===== config.mk =====
export PLATFORM = sky130hd
export DESIGN_NAME = spi_master_fifo
export DESIGN_NICKNAME = d
export VERILOG_FILES = /design/src/rtl/spi_pkg.sv /design/src/rtl/spi_sync_fifo.sv /design/src/rtl/spi_master_fifo.sv
export SDC_FILE = /design/constraint.sdc
export NUM_CORES = 1
export LEC_CHECK = 0
export CAP_MARGIN = 15
export CORE_MARGIN = 10
export CORE_UTILIZATION = 60
export DETAILED_ROUTE_END_ITERATION = 8
export PLACE_DENSITY = 0.79
export SYNTH_ARGS = -nofsm -noshare
export SYNTH_HDL_FRONTEND = slang
export SYNTH_SLANG_ARGS = --single-unit

===== constraint.sdc =====
create_clock -name clk_i -period 4.5 [get_ports clk_i]
set_input_delay 0.675 -clock clk_i [delete_from_list [all_inputs] [get_ports clk_i]]
set_output_delay 0.675 -clock clk_i [all_outputs]
set_load 0.005 [all_outputs]

===== src/rtl/spi_pkg.sv =====
// Shared types for the SPI master: FSM states, {cpol,cpha} mode codes and a
// width helper that never returns zero.
package spi_pkg;

    typedef enum logic [2:0] {
        IDLE,
        SETUP,
        SHIFT,
        NEXT,
        HOLD
    } spi_state_e;

    localparam logic [1:0] MODE0 = 2'b00;
    localparam logic [1:0] MODE1 = 2'b01;
    localparam logic [1:0] MODE2 = 2'b10;
    localparam logic [1:0] MODE3 = 2'b11;

    function automatic int clog2_min1(input int value);
        return (value <= 1) ? 1 : $clog2(value);
    endfunction

endpackage


===== src/rtl/spi_sync_fifo.sv =====
// Single-clock FIFO with a count register for full/empty. SHOW_AHEAD=1 exposes
// the head word combinationally instead of a registered pop result.
module spi_sync_fifo
    import spi_pkg::*;
#(
    parameter int WIDTH      = 8,
    parameter int DEPTH      = 8,
    parameter bit SHOW_AHEAD = 1'b0
) (
    input  logic             clk_i,
    input  logic             rst_i,
    input  logic             push_i,
    input  logic [WIDTH-1:0] din_i,
    input  logic             pop_i,
    output logic [WIDTH-1:0] dout_o,
    output logic             full_o,
    output logic             empty_o
);

    localparam int AW = clog2_min1(DEPTH);
    localparam int CW = $clog2(DEPTH) + 1;

    logic [WIDTH-1:0] mem_q [DEPTH];
    logic [AW-1:0]    wr_ptr_q;
    logic [AW-1:0]    rd_ptr_q;
    logic [CW-1:0]    count_q;
    logic             do_push;
    logic             do_pop;

    assign full_o  = (count_q == CW'(DEPTH));
    assign empty_o = (count_q == '0);
    assign do_push = push_i && !full_o;
    assign do_pop  = pop_i && !empty_o;

    always_ff @(posedge clk_i) begin
        if (rst_i) begin
            wr_ptr_q <= '0;
            rd_ptr_q <= '0;
            count_q  <= '0;
        end else begin
            if (do_push) wr_ptr_q <= wr_ptr_q + 1'b1;
            if (do_pop)  rd_ptr_q <= rd_ptr_q + 1'b1;
            count_q <= count_q + CW'(do_push) - CW'(do_pop);
        end
    end

    always_ff @(posedge clk_i) begin
        if (do_push) mem_q[wr_ptr_q] <= din_i;
    end

    generate
        if (SHOW_AHEAD) begin : g_show_ahead
            assign dout_o = mem_q[rd_ptr_q];
        end else begin : g_registered
            logic [WIDTH-1:0] dout_q;
            always_ff @(posedge clk_i) begin
                if (rst_i)       dout_q <= '0;
                else if (do_pop) dout_q <= mem_q[rd_ptr_q];
            end
            assign dout_o = dout_q;
        end
    endgenerate

endmodule


===== src/rtl/spi_master_fifo.sv =====
// SPI master that sends the whole TX FIFO as one chip-select burst in any of
// the four CPOL/CPHA modes and queues every received word in the RX FIFO.
module spi_master_fifo
    import spi_pkg::*;
#(
    parameter int DATA_W  = 8,
    parameter int DEPTH   = 8,
    parameter int CLK_DIV = 2,
    parameter int NUM_CS  = 1
) (
    input  logic                           clk_i,
    input  logic                           rst_i,
    input  logic                           enable_i,
    input  logic                           write_i,
    input  logic [DATA_W-1:0]              data_i,
    input  logic                           read_i,
    output logic [DATA_W-1:0]              out_o,
    input  logic                           strans_i,
    input  logic                           cpol_i,
    input  logic                           cpha_i,
    input  logic [clog2_min1(NUM_CS)-1:0]  cs_sel_i,
    input  logic                           miso_i,
    output logic                           mosi_o,
    output logic                           mclk_o,
    output logic [NUM_CS-1:0]              cs_o,
    output logic                           busy_o,
    output logic                           tx_full_o,
    output logic                           tx_empty_o,
    output logic                           rx_empty_o,
    output logic                           rx_ovf_o
);

    localparam int                DIV_W     = clog2_min1(CLK_DIV);
    localparam int                HALF_W    = clog2_min1(2 * DATA_W);
    localparam logic [DIV_W-1:0]  DIV_LAST  = DIV_W'(CLK_DIV - 1);
    localparam logic [HALF_W-1:0] HALF_LAST = HALF_W'(2 * DATA_W - 1);

    spi_state_e        state_q, state_d;
    logic [DIV_W-1:0]  div_q;
    logic [HALF_W-1:0] half_q;
    logic [DATA_W-1:0] tx_sh_q;
    logic [DATA_W-1:0] rx_sh_q;
    logic [1:0]        mode_q;
    logic              mclk_q;
    logic              mosi_q;
    logic              rx_ovf_q;
    logic [NUM_CS-1:0] cs_q;

    logic [DATA_W-1:0] tx_head;
    logic [DATA_W-1:0] tx_shifted;
    logic              tx_pop;
    logic              rx_push;
    logic              rx_full;
    logic              start;
    logic              load_word;
    logic              load_cpha;
    logic              half_end;
    logic              cpha_lat;
    logic              shift_edge;
    logic              shift_tick;

    // The shifter needs the head word on the same edge it is popped, so TX is show-ahead
    spi_sync_fifo #(.WIDTH(DATA_W), .DEPTH(DEPTH), .SHOW_AHEAD(1'b1)) u_tx_fifo (
        .clk_i  (clk_i),
        .rst_i  (rst_i),
        .push_i (write_i),
        .din_i  (data_i),
        .pop_i  (tx_pop),
        .dout_o (tx_head),
        .full_o (tx_full_o),
        .empty_o(tx_empty_o)
    );

    spi_sync_fifo #(.WIDTH(DATA_W), .DEPTH(DEPTH), .SHOW_AHEAD(1'b0)) u_rx_fifo (
        .clk_i  (clk_i),
        .rst_i  (rst_i),
        .push_i (rx_push),
        .din_i  (rx_sh_q),
        .pop_i  (read_i),
        .dout_o (out_o),
        .full_o (rx_full),
        .empty_o(rx_empty_o)
    );

    assign half_end   = (div_q == DIV_LAST);
    assign cpha_lat   = (mode_q == MODE1) || (mode_q == MODE3);
    assign shift_edge = (!half_q[0]) == cpha_lat;
    assign shift_tick = (state_q == SHIFT) && half_end;
    assign tx_shifted = tx_sh_q << 1;
    assign load_cpha  = start ? cpha_i : cpha_lat;

    always_comb begin
        state_d   = state_q;
        tx_pop    = 1'b0;
        rx_push   = 1'b0;
        start     = 1'b0;
        load_word = 1'b0;
        case (state_q)
            IDLE: begin
                if (strans_i && enable_i && !tx_empty_o) begin
                    state_d   = SETUP;
                    tx_pop    = 1'b1;
                    start     = 1'b1;
                    load_word = 1'b1;
                end
            end
            SETUP: if (half_end) state_d = SHIFT;
            SHIFT: if (half_end && (half_q == HALF_LAST)) state_d = NEXT;
            NEXT: begin
                rx_push = 1'b1;
                if (!tx_empty_o && enable_i) begin
                    state_d   = SHIFT;
                    tx_pop    = 1'b1;
                    load_word = 1'b1;
                end else begin
                    state_d = HOLD;
                end
            end
            HOLD:    if (half_end) state_d = IDLE;
            default: state_d = IDLE;
        endcase
    end

    always_ff @(posedge clk_i) begin
        if (rst_i) begin
            state_q  <= IDLE;
            div_q    <= '0;
            half_q   <= '0;
            tx_sh_q  <= '0;
            rx_sh_q  <= '0;
            mode_q   <= MODE0;
            mclk_q   <= 1'b0;
            mosi_q   <= 1'b0;
            cs_q     <= '1;
            rx_ovf_q <= 1'b0;
        end else begin
            state_q <= state_d;

            if (state_d != state_q || half_end)
                div_q <= '0;
            else if (state_q != IDLE)
                div_q <= div_q + 1'b1;

            if (load_word)       half_q <= '0;
            else if (shift_tick) half_q <= half_q + 1'b1;

            if (start) begin
                mode_q <= {cpol_i, cpha_i};
                mclk_q <= cpol_i;
                cs_q   <= ~(NUM_CS'(1) << cs_sel_i);
            end else if (shift_tick) begin
                mclk_q <= ~mclk_q;
            end else if (state_q == HOLD && half_end) begin
                cs_q <= '1;
            end

            // CPHA=0 presents the MSB before the first edge; CPHA=1 waits for the leading edge
            if (load_word) begin
                tx_sh_q <= tx_head;
                if (!load_cpha) mosi_q <= tx_head[DATA_W-1];
            end else if (shift_tick && shift_edge) begin
                tx_sh_q <= tx_shifted;
                mosi_q  <= cpha_lat ? tx_sh_q[DATA_W-1] : tx_shifted[DATA_W-1];
            end

            if (shift_tick && !shift_edge) rx_sh_q <= DATA_W'({rx_sh_q, miso_i});

            if (rx_push && rx_full) rx_ovf_q <= 1'b1;
        end
    end

    assign mclk_o   = mclk_q;
    assign mosi_o   = mosi_q;
    assign cs_o     = cs_q;
    assign busy_o   = (state_q != IDLE);
    assign rx_ovf_o = rx_ovf_q;

endmodule

**After elaboration in Yosys (flattened, before gate mapping)**

Memory sizes are Yosys's and may differ from the RTL's. A register that Yosys moved wholly into a read port is not among the register bits.
Cells that the tools add are included.

- Flip-flop bits (word level): 50
- Bits in latches: 0
- Memory bits (writable): 128
- Bits in read-only memories: 0
- Word-level logic and storage cells: 105
- Memories: 2

Memories:

| name | words | bits a word | read ports | clocked after memory_dff | write ports | line | source |
|---|---|---|---|---|---|---|---|
| u_rx_fifo.mem_q | 8 | 8 | 1 | 1 | 1 | spi_sync_fifo.sv:23 | `logic [WIDTH-1:0] mem_q [DEPTH];` |
| u_tx_fifo.mem_q | 8 | 8 | 1 | 1 | 1 | spi_sync_fifo.sv:23 |  |

- Add/subtract/negate cells: 10
- $mul: 0
- Divide/modulo/power cells: 0
- $lt $le $gt $ge: 0
- Equal/unequal tests: 13
- Shift operators: 1
- Muxes and demuxes: 29
- Bitwise operators: 2
- Reduce and logical (&&, ||, !) cells: 32

Operators with widths:

| cell | number |
|---|---|
| two-way mux 3 bit | 7 |
| two-way mux 1 bit | 18 |
| two-way mux 8 bit | 2 |
| one-hot mux 3 bit (5 select lines) | 1 |
| logical AND 1 bit | 13 |
| adder 3 x 1 -> 3 bit (second input constant) | 4 |
| equality test 4 bit (second input constant) | 3 |
| adder 4 x 1 -> 4 bit | 2 |
| zero test 4 bit | 2 |
| subtractor 4 x 1 -> 4 bit | 2 |
| equality test 3 x 2 -> 1 bit (second input constant) | 2 |
| zero test 1 bit | 6 |
| nonzero test 2 bit | 3 |
| adder 4 x 1 -> 4 bit (second input constant) | 1 |
| inequality test 2 bit (second input constant) | 2 |
| AND reduction 2 bit | 2 |
| OR reduction 2 bit | 2 |
| equality test 3 x 1 -> 1 bit (second input constant) | 1 |
| equality test 3 bit (second input constant) | 1 |
| zero test 3 bit | 1 |
| inequality test 3 bit | 1 |
| nonzero test 3 bit | 1 |
| equality test 2 x 1 -> 1 bit (second input constant) | 1 |
| equality test 2 bit (second input constant) | 1 |
| other kinds (6) | 8 |

**Logic depth before layout (Yosys ltp)**

- Word-level depth: 8
- Gate-level depth with buffers: 12
- Mapped depth without buffers: 11

**Cells and area by module**

From an unflattened synthesis, not the netlist that was laid out.

- Cells, all modules: 541
- Area total of the unflattened synthesis: 7,783.7 sq um

Modules (own cells, without submodules):

| module | instances | cells an instance | area each (sq um) | seq. area each (sq um) |
|---|---|---|---|---|
| spi_sync_fifo (u_rx_fifo) | 1 | 211 | 3,275.6 | 2,282.2 |
| spi_sync_fifo (u_tx_fifo) | 1 | 174 | 3,180.6 | 2,182.1 |
| spi_master_fifo | 1 | 156 | 1,327.5 | 580.6 |

**Worst setup path after synthesis**

No wires, ideal clock.

- Path kind: input-to-reg
- From: input strans_i
- To: register u_tx_fifo.count_q[1]
- Arrival time: 2.600 ns
- Slack: 1.774 ns
- Stages on the path: 8
- Buffers on the path: 1
- Cells stage by stage: or3b_4 -> a211oi_4 -> buf_4 -> ha_1 -> inv_1 -> ha_1 -> fa_1 -> nor2b_1

- Cells in the longest elaborated chain, start to end: 6

Ends and longest elaborated chain:

| item | line | source |
|---|---|---|
| start: declaration | spi_master_fifo.sv:18 | `input logic strans_i,` |
| logical AND 1 bit (2 in series) | spi_master_fifo.sv:100 | `if (strans_i && enable_i && !tx_empty_o) begin` |
| two-way mux 1 bit | spi_master_fifo.sv:100 |  |
| one-hot mux 1 bit (2 select lines) | spi_master_fifo.sv:98 | `case (state_q)` |
| logical AND 1 bit | spi_sync_fifo.sv:33 | `assign do_pop = pop_i && !empty_o;` |
| net u_tx_fifo.do_pop | spi_sync_fifo.sv:28 | `logic do_pop;` |
| subtractor 4 x 1 -> 4 bit | spi_sync_fifo.sv:43 | `count_q <= count_q + CW'(do_push) - CW'(do_pop);` |
| end signal: assignment | spi_sync_fifo.sv:43 |  |
| end: declaration | spi_sync_fifo.sv:26 | `logic [CW-1:0] count_q;` |

The timed path passes the listed nets, and every way through them passes these cells.
A chain may end at the register's enable or synchronous reset.

**Worst setup path after layout**

- From: input strans_i
- To: register u_tx_fifo.count_q[1]

- Cells in the longest elaborated chain, start to end: 6

Ends and longest elaborated chain:

| item | line |
|---|---|
| logical AND 1 bit (2 in series) | spi_master_fifo.sv:100 |
| two-way mux 1 bit | spi_master_fifo.sv:100 |
| one-hot mux 1 bit (2 select lines) | spi_master_fifo.sv:98 |
| logical AND 1 bit | spi_sync_fifo.sv:33 |
| subtractor 4 x 1 -> 4 bit | spi_sync_fifo.sv:43 |

Every way passes these cells.

==> summary.md <==
| Metric | Value |
|---|---|
| Status | finished clean |
| Die W | 132.0 um |
| GRT Residual Overflow | 0 |
| Area leader, netlist | edfxtp_1 |
| Part of the Yosys area used for sequential elements | 67.04% |
| Combinational family with the most area after synthesis | multiplexers |
| Fin. max-slew vios | 0 |
| EDFF count, synth | 128 |
| Total CTS buffers | 17 |
| Setup Fix Bufs, Post-CTS | 0 |
| Total of max-cap violations | 0 |
| Critical path's most frequent cell | ha_1 |
| Routed len/inst | 18.82 um |
| Final Cell Area | 0.008594 mm2 |
| CTS root buffer | clkbuf_16 |
| Total GRT Usage | 16.09% |
| Placed instance count | 679 |
| Register area | 0.005045 mm2 |
| Type of origin of the critical path | primary input |
| Top_reg_cell synth | edfxtp_1 |
| Clk Latency, worst-skew pair | 0.43 ns |
| Mapped Cells | 495 |
| Multi-input combinational cell area | 0.002307 mm2 |
| Met3 WL | 891 um |
| Drt drc | 0 |
| Die Y-Extent | 132.0 um |
| Critical path capture point type | flop |
| # port buffers | 33 |
| Slew at the pin with the worst max-slew slack | 1.010 ns |
| GPL Wtd Cong | 0.7654 |
| Design Power | 4.487 mW |
| Placed Area | 0.007993 mm2 |
| Simple-gate area share of the yosys netlist | 7.682% |
| Synth unique cells | 46 |
| Cells taking the most area after synthesis | edfxtp_1 51%, dfxtp_1 16%, mux4_2 9.3%, ha_1 2.8%, nor2_1 2.6% |
| Hold Fails Final Rpt | 0 |
| Tcrit/Tclk final | 61.77% |
| Fraction of the mapped netlist area in adder cells | 3.359% |
| Mux contribution to synthesized area | 12.87% |
| # nets final | 568 |
| CP Buf/Inv Count | 3 |
| Routed Antenna Nets | 0 |
| Synth Area in Compound Gates | 4.789% |
| Worst path arrival time | 3.05 ns |
| Async SR Flop Fraction | 0% |
| Synth-to-layout area growth | 14.22% |
| Cell Area, Synth | 0.007525 mm2 |
| Initial drt markers | 345 |
| Vias per cell | 5.699 |
| PostCTS Resize Cnt | 0 |
| Initial DRT Pass Iterations | 4 |
| Metal1 wirelength | 6.342 mm |
| # fillers | 777 |
| Clk sinks | 188 |
| FP Rows | 40 |
| Synthesized flop and latch total | 188 |
| Initial Util | 61.87% |
| Pwr per Cell Area | 522.1 mW/mm2 |
| Maximum VDD drop | 0.4012 mV |
| CTS tree | done |
| Finish-stage setup viols | 0 |
| CTS HTree Levels | 4 |
| Relative slew slack | 32.67% |
| Worst EP required | 4.77 ns |
| CP Cell Sequence | clkdlybuf4s50_1 > or3b_4 > a211oi_4 > buf_4 > ha_1 > inv_1 > ha_1 > fa_1 > nor2b_1 |
| Layout cells sized above 1 | 16.18% |
| Mean area per synthesized cell | 15.20 um2 |
| Boundary Pins | 34 |
| Initial antenna violation count | 0 |
| RSZ-0062 raised after global routing | no |
| Kind of critical path | primary input to flop |
| Die Area | 0.01742 mm2 |
| Crit path largest cell delay | 0.46 ns |
| Type of the most critical hold path | flop to flop |
| Post-Synth XOR/XNOR Area | 1.962% |
| Detail Placement HPWL | 8.611 mm |
| Slowest CP cell | clkdlybuf4s50_1 |
| Max Used Layer | met4 |
| Setup total negative slack | 0 ns |
| DR vias | 4058 |
| Cell family contributing the most delay on the critical path | adder cells |
| Clock transition at path regs | 0.07 ns |
| Min Tclk post-route | 2.780 ns |
| Worst-path maximum fanout | 18 |
| Syn_nets | 532 |
| Warning count from the yosys run | 0 |
| Vias in the first global route | 4182 |
| CTS Hold Buffers Added | 0 |
| Layout Skew | 0.01017 ns |
| Routed wl met2 | 6.035 mm |
| Global-route wire length before repair | 22.02 mm |
| Core Footprint | 0.01216 mm2 |
| Largest net degree at the start of global routing | 56 |
| Yosys top cell area share | 51.08% |
| Detailed Route WL | 13.40 mm |
| Diodes inserted | 0 |
| Clk buf depth | 2 |
| Non-filler cells, final | 712 |
| Leakage | 2.847 nW |
| Highest Clock Rate | 359.8 MHz |
cell families after synthesis:
| family | after synthesis |
|---|---|
| DFF | 188 |
| and+or+nand+nor | 124 |
| muxes | 57 |
| AOI/OAI and AO/OA | 53 |
| buffers and inverters | 38 |
| adders and majority gates | 19 |
| xor gates and xnor gates | 16 |
power breakdown:
part | internal, mW | switching [mW]
logic | 0.503 | 0.428
registers | 1.96 | 0.107
clock network | 0.846 | 0.645
layer usage:
metal	GRT usage (%)	vias to the layer above
met2	23.68	119
met5	0	-
met1	21.83	2000
li1	-	1928
met4	5.006	0
met3	5.793	11
sequential cells by signal, summed over array words and instances, names as in the netlist, named ones only:
| name | cells |
|---|---|
| half_q | 4 |
| u_rx_fifo.rd_ptr_q | 3 |
| u_rx_fifo.mem_q | 64 |
| div_q | 1 |
| u_rx_fifo.count_q | 4 |
| tx_sh_q | 8 |
| u_rx_fifo.wr_ptr_q | 3 |
| mclk_o | 1 |
| u_rx_fifo.dout_o | 8 |
| u_tx_fifo.wr_ptr_q | 3 |
| rx_sh_q | 8 |
| rx_ovf_o | 1 |
| cs_o | 1 |
| u_tx_fifo.rd_ptr_q | 3 |
| u_tx_fifo.mem_q | 64 |
| mosi_o | 1 |
| state_q | 3 |
| u_tx_fifo.count_q | 4 |
| mode_q | 1 |
through the flow:
stage | util [%] | hold slack (ns) | worst slack [ns]
global placement | 65.72 | 0.4496 | 1.348
CTS | 70.63 | 0.4620 | 1.637
floorplan | - | 0.4527 | 1.774
global route | 70.67 | 0.4811 | 1.599
detailed placement | 65.72 | 0.4525 | 1.303
finish | 70.67 | 0.4590 | 1.720
layout make-up:
type                       count  share of cell area, %
timing repair buffer          41                  4.455
sequential                   188                  58.70
multi-input combinational    269                  26.85
inverter                      14                 0.6114
clock buffer                  18                  5.110
clock inverter                14                  1.834
tap                          168                  2.446
final timing paths:
check,from,end,slack (ns),depth (start not counted)
worst max-delay path,strans_i,u_tx_fifo.count_q[1]$_SDFF_PP0_,1.72,9
worst min register to register,mosi_o$_SDFFE_PP0P_,mosi_o$_SDFFE_PP0P_,0.46,2
worst min-delay path,mosi_o$_SDFFE_PP0P_,mosi_o$_SDFFE_PP0P_,0.46,2
worst max register to register,u_tx_fifo.count_q[2]$_SDFF_PP0_,u_tx_fifo.mem_q[0][2]$_DFFE_PP_,1.92,7
cell usage in the layout, fill, tap and decap left out, types with 3 or more instances in the layout:
cell type,instances
mux4_2,31
a21oi_1,23
nand2b_1,10
xnor2_1,8
dfxtp_1,60
xor2_1,7
nand2_1,29
inv_1,14
nand3_1,8
buf_4,7
nor2_1,53
mux2_2,8
nor3_1,6
clkinv_2,3
ha_1,17
nor2b_1,7
a211oi_1,10
mux2i_1,18
a22oi_1,8
inv_6,4
edfxtp_1,128
clkdlybuf4s50_1,32
clkbuf_16,17
synth_stat cells, drive strengths merged, types with 9 or more instances:
cell type  count
clkbuf        11
mux2i         18
nor2          53
dfxtp         60
nand2         29
nand2b        10
xnor2          9
inv           14
a211oi        12
ha            17
mux4          31
a21oi         23
buf           13
edfxtp       128
worst register-to-register path, stage by stage, from the launching register on:
cell and delay (ns):
dfxtp_1 0.31, inv_1 0.06, ha_1 0.20, nor3b_1 0.14
nor2b_1 0.49, nand2b_1 0.25, nor3_1 0.59, buf_4 0.26
No activity file was read; power rests on OpenSTA's default activity.
